[config.mk]
export PLATFORM = sky130hd
export DESIGN_NAME = spi_slave_flat
export DESIGN_NICKNAME = d
export VERILOG_FILES = /design/src/rtl/spi_pkg.sv /design/src/rtl/spi_slave_if.sv /design/src/rtl/spi_sync_edge.sv /design/src/rtl/spi_slave.sv /design/src/flat_wrapper.sv
export SDC_FILE = /design/constraint.sdc
export NUM_CORES = 1
export LEC_CHECK = 0
export CAP_MARGIN = 15
export CORE_UTILIZATION = 53
export DETAILED_ROUTE_END_ITERATION = 10
export GPL_TIMING_DRIVEN = 0
export HOLD_SLACK_MARGIN = 0.02
export PLACE_DENSITY = 0.8
export SLEW_MARGIN = 20
export SYNTH_ARGS = -nofsm -noshare
export SYNTH_HDL_FRONTEND = slang
export SYNTH_SLANG_ARGS = --single-unit
[constraint.sdc]
create_clock -name clk -period 2.2 [get_ports clk]
set_input_delay 0.22 -clock clk [delete_from_list [all_inputs] [get_ports clk]]
set_output_delay 0.22 -clock clk [all_outputs]
set_load 0.02 [all_outputs]
[src/rtl/spi_pkg.sv]
`default_nettype none
// ----------------------------------------------------------------------------
// Module   : spi_pkg
// Brief    : Shared constants and state type for the SPI master/slave pair.
// Revision : 1.0
// ----------------------------------------------------------------------------
package spi_pkg;

    localparam int SPI_DW   = 32;
    localparam int SPI_SYNC = 2;

    typedef enum logic [0:0] {
        IDLE  = 1'b0,
        SHIFT = 1'b1
    } spi_slv_st_t;

endpackage
`default_nettype wire

[src/rtl/spi_slave_if.sv]
`default_nettype none
// ----------------------------------------------------------------------------
// Module   : spi_slave_if
// Brief    : SPI pins plus parallel word side of the in-fabric SPI slave.
// Revision : 1.0
// ----------------------------------------------------------------------------
interface spi_slave_if
    import spi_pkg::*;
#(
    parameter int DW = SPI_DW
);

    logic          cs;
    logic          sck;
    logic          mosi;
    logic          miso;
    logic [DW-1:0] din;
    logic [DW-1:0] dout;
    logic          dout_vld;
    logic          busy;
    logic          frame_err;

    modport slave (
        input  cs, sck, mosi, din,
        output miso, dout, dout_vld, busy, frame_err
    );

    modport master (
        output cs, sck, mosi, din,
        input  miso, dout, dout_vld, busy, frame_err
    );

endinterface
`default_nettype wire

[src/rtl/spi_sync_edge.sv]
`default_nettype none
// ----------------------------------------------------------------------------
// Module   : spi_sync_edge
// Brief    : N-flop synchronizer with rise/fall detection for one input bit.
// Revision : 1.0
// ----------------------------------------------------------------------------
module spi_sync_edge #(
    parameter int   SYNC    = 2,
    parameter logic RST_VAL = 1'b0
) (
    input  wire logic clk,
    input  wire logic rst,
    input  wire logic i_d,
    output logic      o_lvl,
    output logic      o_rise,
    output logic      o_fall
);

    logic [SYNC-1:0] r_sync;
    logic            r_prev;

    // Reset to the pin's idle level so no edge is reported as reset releases.
    always_ff @(posedge clk) begin
        if (rst) begin
            r_sync <= {SYNC{RST_VAL}};
            r_prev <= RST_VAL;
        end else begin
            r_sync <= {r_sync[SYNC-2:0], i_d};
            r_prev <= r_sync[SYNC-1];
        end
    end

    assign o_lvl  = r_sync[SYNC-1];
    assign o_rise = r_sync[SYNC-1] & ~r_prev;
    assign o_fall = ~r_sync[SYNC-1] & r_prev;

endmodule
`default_nettype wire

[src/rtl/spi_slave.sv]
`default_nettype none
// ----------------------------------------------------------------------------
// Module   : spi_slave
// Brief    : Mode-0, MSB-first SPI slave, oversampled on clk, back-to-back words.
// Revision : 1.0
// ----------------------------------------------------------------------------
module spi_slave
    import spi_pkg::*;
#(
    parameter int DW   = SPI_DW,
    parameter int SYNC = SPI_SYNC
) (
    input wire logic   clk,
    input wire logic   rst,
    spi_slave_if.slave bus
);

    localparam int               c_cw   = $clog2(DW);
    localparam logic [c_cw-1:0] c_last = c_cw'(DW - 1);

    logic w_cs_lvl, w_cs_rise, w_cs_fall;
    logic w_sck_lvl, w_sck_rise_raw, w_sck_fall_raw;
    logic w_mosi, w_mosi_rise, w_mosi_fall;
    logic w_sck_rise, w_sck_fall;
    logic w_unused;

    spi_slv_st_t     r_state;
    logic [c_cw-1:0] r_bitcnt;
    logic [c_cw-1:0] w_bitcnt_nxt;
    logic [DW-1:0]   r_txsr;
    logic [DW-2:0]   r_rxsr;
    logic [DW-1:0]   r_dout;
    logic            r_dout_vld;
    logic            r_frame_err;

    spi_sync_edge #(.SYNC(SYNC), .RST_VAL(1'b1)) u_sync_cs (
        .clk    (clk),
        .rst    (rst),
        .i_d    (bus.cs),
        .o_lvl  (w_cs_lvl),
        .o_rise (w_cs_rise),
        .o_fall (w_cs_fall)
    );

    spi_sync_edge #(.SYNC(SYNC), .RST_VAL(1'b0)) u_sync_sck (
        .clk    (clk),
        .rst    (rst),
        .i_d    (bus.sck),
        .o_lvl  (w_sck_lvl),
        .o_rise (w_sck_rise_raw),
        .o_fall (w_sck_fall_raw)
    );

    spi_sync_edge #(.SYNC(SYNC), .RST_VAL(1'b0)) u_sync_mosi (
        .clk    (clk),
        .rst    (rst),
        .i_d    (bus.mosi),
        .o_lvl  (w_mosi),
        .o_rise (w_mosi_rise),
        .o_fall (w_mosi_fall)
    );

    assign w_unused   = ^{w_sck_lvl, w_mosi_rise, w_mosi_fall};
    assign w_sck_rise = w_sck_rise_raw & ~w_cs_lvl;
    assign w_sck_fall = w_sck_fall_raw & ~w_cs_lvl;

    generate
        if ((1 << c_cw) == DW) begin : g_wrap_nat
            assign w_bitcnt_nxt = r_bitcnt + 1'b1;
        end else begin : g_wrap_cmp
            assign w_bitcnt_nxt = (r_bitcnt == c_last) ? '0 : r_bitcnt + 1'b1;
        end
    endgenerate

    always_ff @(posedge clk) begin
        if (rst) begin
            r_state     <= IDLE;
            r_bitcnt    <= '0;
            r_txsr      <= '0;
            r_rxsr      <= '0;
            r_dout      <= '0;
            r_dout_vld  <= 1'b0;
            r_frame_err <= 1'b0;
        end else begin
            r_dout_vld  <= 1'b0;
            r_frame_err <= 1'b0;
            case (r_state)
                IDLE: begin
                    if (w_cs_fall) begin
                        r_state  <= SHIFT;
                        r_txsr   <= bus.din;
                        r_bitcnt <= '0;
                        r_rxsr   <= '0;
                    end
                end
                SHIFT: begin
                    // A cs edge takes priority over any sck edge in the same clk.
                    if (w_cs_rise) begin
                        r_state     <= IDLE;
                        r_bitcnt    <= '0;
                        r_frame_err <= (r_bitcnt != '0);
                    end else if (w_sck_rise) begin
                        r_rxsr   <= {r_rxsr[DW-3:0], w_mosi};
                        r_bitcnt <= w_bitcnt_nxt;
                        if (r_bitcnt == c_last) begin
                            r_dout     <= {r_rxsr, w_mosi};
                            r_dout_vld <= 1'b1;
                        end
                    end else if (w_sck_fall) begin
                        // Word boundary reloads so the next MSB leads the next rise.
                        r_txsr <= (r_bitcnt != '0) ? (r_txsr << 1) : bus.din;
                    end
                end
                default: r_state <= IDLE;
            endcase
        end
    end

    assign bus.miso      = (r_state == SHIFT) & r_txsr[DW-1];
    assign bus.dout      = r_dout;
    assign bus.dout_vld  = r_dout_vld;
    assign bus.busy      = (r_state == SHIFT);
    assign bus.frame_err = r_frame_err;

endmodule
`default_nettype wire
[src/flat_wrapper.sv]
// flat-port wrapper written by rule: the top's interface ports become plain ports
module spi_slave_flat import spi_pkg::*;
#(
    parameter int DW   = SPI_DW,
    parameter int SYNC = SPI_SYNC
)
  (clk, rst, bus_cs, bus_sck, bus_mosi, bus_din, bus_miso, bus_dout, bus_dout_vld, bus_busy, bus_frame_err);
  spi_slave_if #(.DW(DW)) bus_i ();
  input wire logic clk;
  input wire logic rst;
  input wire logic [$bits(bus_i.cs)-1:0] bus_cs;
  input wire logic [$bits(bus_i.sck)-1:0] bus_sck;
  input wire logic [$bits(bus_i.mosi)-1:0] bus_mosi;
  input wire logic [$bits(bus_i.din)-1:0] bus_din;
  output wire logic [$bits(bus_i.miso)-1:0] bus_miso;
  output wire logic [$bits(bus_i.dout)-1:0] bus_dout;
  output wire logic [$bits(bus_i.dout_vld)-1:0] bus_dout_vld;
  output wire logic [$bits(bus_i.busy)-1:0] bus_busy;
  output wire logic [$bits(bus_i.frame_err)-1:0] bus_frame_err;
  assign bus_i.cs = bus_cs;
  assign bus_i.sck = bus_sck;
  assign bus_i.mosi = bus_mosi;
  assign bus_i.din = bus_din;
  assign bus_miso = bus_i.miso;
  assign bus_dout = bus_i.dout;
  assign bus_dout_vld = bus_i.dout_vld;
  assign bus_busy = bus_i.busy;
  assign bus_frame_err = bus_i.frame_err;
  spi_slave #(.DW(DW), .SYNC(SYNC)) u_core (.clk(clk), .rst(rst), .bus(bus_i));
endmodule
==> flow_summary.rst, run 1 <==
.. list-table::
   :header-rows: 1

   * - Metric
     - Value
   * - Die ar.
     - between 8000 and 9000 sq um
   * - Placeable core region
     - just under 8000 sq um
   * - Fraction of layout cells with a size suffix above 1
     - 0.100
   * - Gate count of the mapped netlist
     - 523
   * - WL/cell
     - between 10 and 15 um
   * - Critical path capture point type
     - primary output
   * - Met1 wire length
     - approximately 4.4 mm
   * - Final critical-path required period
     - a little under 2000 ps
   * - Met3 Wirelength
     - around 370 um
   * - Fraction of post-synthesis cell area in the top cell type by area
     - 0.505
   * - Pin count of the biggest net entering global routing
     - 22
   * - Placement Setup Slack
     - -193 ps
   * - DRT antenna net count
     - 0
   * - Number of buffers created by CTS
     - 9
   * - Most frequent cells in the layout
     - sky130_fd_sc_hd__nand2_1 (164), sky130_fd_sc_hd__dfxtp_1 (110), sky130_fd_sc_hd__a21oi_1 (70), sky130_fd_sc_hd__clkdlybuf4s50_1 (70), sky130_fd_sc_hd__nand3_1 (33)
   * - Switch Pwr
     - just over 900 uW
   * - Initial antenna violation count
     - 0
   * - Worst-case clock skew
     - ~12 ps
   * - Final total power
     - around 3.7 mW
   * - Non-Filler Instances
     - approximately 700
   * - Maximum VDD drop
     - 0.000453 V
   * - Final hold slack
     - ~220 ps
   * - GRT Total Usage
     - 0.233
   * - Remaining global-route overflow
     - 0
   * - Routed wire length
     - approximately 9.5 mm
   * - Least setup slack across all paths after layout
     - about 240 ps
   * - Final count of hold timing violations
     - 0
   * - Ant diodes
     - 0
   * - Leading cell type in the layout, fill and taps excluded
     - sky130_fd_sc_hd__nand2_1
   * - Hold depth
     - 2
   * - Clock-pin slew on the worst setup and hold paths
     - 110 ps
   * - First-pass GRT wire length
     - 16.2 mm
   * - Fill cell total of the finished layout
     - approximately 640
   * - Power density over cell area
     - around 670 nW/um^2
   * - Count of nets after finishing
     - about 650
   * - H-Tree Depth
     - 3
   * - Unrepaired setup endpoints after global routing
     - false
   * - Data arrival at the endpoint of the critical path
     - between 1500 and 2000 ps
   * - Uppermost metal layer occupied by signal nets
     - met4
   * - Internal power contribution
     - roughly 2.7 mW
   * - Run status
     - finished, final reports clean
   * - Count of vias placed by the detailed router
     - approximately 3800
   * - Sum Neg Setup Slack
     - 0 ps
   * - Synth-to-layout area growth
     - 24.3%
   * - Area used by multi-input combinational logic
     - between 1500 and 2000 sq um
   * - Startpoint of the worst-slack reg-to-reg timing path
     - u_core.r_bitcnt[0]
   * - Type of the worst setup path
     - reg -> out
   * - Clock root cell
     - sky130_fd_sc_hd__clkbuf_8
   * - Vias per cell
     - 5.34
   * - Number of clock sinks seen by CTS
     - 111
   * - I/O pin cnt
     - between 70 and 80
   * - Vias in the first global route
     - about 3600
   * - Final critical-path share of the clock period
     - 0.891
   * - Die outline height
     - 93.1 um
   * - Final setup violation count
     - 0
   * - Portion of total power attributed to combinational logic
     - 0.070
   * - CP startpoint
     - u_core.bus.busy
   * - Req. time, crit path
     - just under 2000 ps
   * - Startpoint of the tightest hold check path
     - rst
   * - Sequential cell area in the final layout
     - 2220 sq um
   * - P_leak
     - roughly 1.9 nW
   * - Cell depth of the worst flop-to-flop path
     - 7
   * - Number of slew-limit violations in the final report
     - 0
   * - Warnings from Yosys
     - 0
   * - Number of detailed-route iterations in the first pass
     - 5
   * - Detailed Route Iter0 Violations
     - 187
   * - Drc violations
     - 0
   * - Global placement routability congestion
     - slightly above 0.8
   * - Initial standard-cell utilization of the core
     - 0.558
   * - Top achievable clock speed
     - a little over 0.5 GHz
   * - Die width
     - a little over 90 um
   * - Worst-Margin Slew
     - ~740 ps
   * - Inst Count DP
     - just under 700
   * - CTS tree
     - yes
   * - Path type of the worst min-delay path
     - in -> reg
   * - Placed wire-length estimate after detailed placement
     - between 6 and 7 mm
   * - Net count after synthesis
     - between 500 and 600
   * - Type of origin of the critical path
     - register
   * - Post-CTS repair timing setup buffer count
     - 0
   * - Mean Syn Cell Area
     - roughly 8.4 sq um
   * - Proportion of power drawn by flip-flops and latches
     - 0.565
   * - Clock insertion delay at the later pin of the skew report
     - 370 ps
   * - Number of standard-cell rows in the floorplan
     - 32
   * - Total met2 wirelength after detailed routing
     - between 4 and 5 mm
   * - Sequential share of the synthesized area
     - 0.505
   * - Share of total power consumed by net switching
     - 0.253
   * - Cell accounting for the most synthesized area
     - sky130_fd_sc_hd__dfxtp_1
   * - Maximum fanout along the worst path
     - 10
   * - Top post-synthesis cells by area
     - sky130_fd_sc_hd__dfxtp_1 (51%), sky130_fd_sc_hd__nand2_1 (14%), sky130_fd_sc_hd__a21oi_1 (8.0%)
   * - Flops & latches, synth
     - roughly 110
   * - IO Port Bufs
     - 71
   * - Syn Std Cell Area
     - 4400 sq um
   * - Count of different cell masters after synthesis
     - 32
   * - Clk network pwr share
     - 0.364
   * - Max Root-Sink Buffers
     - 2
   * - MaxCap Viol Count
     - 0
   * - Normalized max-slew margin
     - 0.510
-- final cells by class --
class                      instances  area share
timing repair buffer              71       0.130
buffer                            43      0.0424
clock inverter                     7      0.0179
inverter                           2     0.00137
multi-input combinational        367       0.356
sequential                       111       0.407
clock buffer                       9      0.0227
tap                              102      0.0234
-- final timing paths --
check                                to  slack, ps
min reg2reg  u_core.u_sync_cs.r_sync[1]        430
max reg2reg         u_core.bus.dout[13]        250
max                            bus_miso        240
min            u_core.u_sync_sck.r_prev        220
-- power by group through the flow --
stage | clock network [mW] | logic, mW | registers, mW
2_1_floorplan | 0 | 0.151 | 2.11
3_3_place_gp | 0 | 0.248 | 2.11
3_5_place_dp | 0 | 0.255 | 2.11
4_1_cts | 1.35 | 0.257 | 2.07
5_1_grt | 1.43 | 0.281 | 2.07
6_report | 1.33 | 0.257 | 2.07
-- logic make-up (layout without fill, tap and decap cells) --
logic type,after synthesis,count (layout),synth area share
AND/OR/NAND/NOR,255,255,0.248
flip-flops,111,111,0.505
AO/OA/AOI/OAI,109,109,0.186
buffers and inverters,45,132,0.0526
adder cells (fa/ha/maj),3,3,0.00854
-- Yosys cell counts --
master / count
sky130_fd_sc_hd__or2_2: 3
sky130_fd_sc_hd__nand3_1: 33
sky130_fd_sc_hd__o221ai_1: 1
sky130_fd_sc_hd__nand2_4: 1
sky130_fd_sc_hd__dfxtp_1: 111
sky130_fd_sc_hd__a21oi_1: 70
sky130_fd_sc_hd__a311oi_2: 21
sky130_fd_sc_hd__nand2_1: 164
sky130_fd_sc_hd__inv_1: 2
sky130_fd_sc_hd__a211oi_1: 2
sky130_fd_sc_hd__a21oi_2: 1
sky130_fd_sc_hd__buf_6: 7
sky130_fd_sc_hd__buf_1: 2
sky130_fd_sc_hd__buf_2: 8
sky130_fd_sc_hd__and2_1: 2
sky130_fd_sc_hd__o21ba_1: 1
sky130_fd_sc_hd__or4b_4: 1
sky130_fd_sc_hd__clkbuf_1: 26
sky130_fd_sc_hd__and2_0: 1
sky130_fd_sc_hd__nor2_1: 32
sky130_fd_sc_hd__nand4b_1: 2
sky130_fd_sc_hd__a311oi_1: 10
sky130_fd_sc_hd__a21o_1: 1
sky130_fd_sc_hd__nor3_1: 1
sky130_fd_sc_hd__and3_1: 1
sky130_fd_sc_hd__nor2b_1: 6
sky130_fd_sc_hd__a31oi_1: 1
sky130_fd_sc_hd__a41oi_1: 1
sky130_fd_sc_hd__ha_1: 3
sky130_fd_sc_hd__and4bb_1: 1
sky130_fd_sc_hd__nand2b_1: 5
sky130_fd_sc_hd__nand3b_1: 2
-- metal layers --
metal | global-route usage | up-vias
li1 | - | 1930
met1 | 0.300 | 1766
met2 | 0.400 | 95
met3 | 0.0439 | 13
met4 | 0.0590 | 0
met5 | 0 | -
-- through the flow --
stage | instance area [sq um] | util
floorplan | 4400 | -
global placement | 5240 | 0.664
detailed placement | 5240 | 0.664
CTS | 5470 | 0.693
global route | 5470 | 0.693
finish | 5470 | 0.693
-- state kept, by name, indices dropped and copies added (netlist names) --
signal                     count
u_core.bus.dout               32
u_core.r_txsr                 32
u_core.r_rxsr                 31
u_core.r_bitcnt                5
u_core.u_sync_cs.r_sync        2
u_core.u_sync_mosi.r_sync      2
u_core.u_sync_sck.r_sync       2
u_core.bus.busy                1
u_core.bus.dout_vld            1
u_core.bus.frame_err           1
u_core.u_sync_cs.r_prev        1
u_core.u_sync_sck.r_prev       1
-- worst max-delay path: stages, from the launching register on --
cell and delay (ps):
sky130_fd_sc_hd__dfxtp_2 420, sky130_fd_sc_hd__clkbuf_4 240, sky130_fd_sc_hd__clkbuf_4 240, sky130_fd_sc_hd__and2_1 150
sky130_fd_sc_hd__dlygate4sd2_1 330
-- repair_timing --
item,CTS,global route
setup endpoints to repair,1,0
hold buffers,0,0
resized for setup,6,0
Note: power is estimated with default switching activity, not from simulation.
==> run 2: changes to the inputs <==
Settings changed: GPL_ROUTABILITY_DRIVEN set to 0.
==> results of run 2 <==
Same layout as run 1: the final DEF is identical, and so are final timing and power.
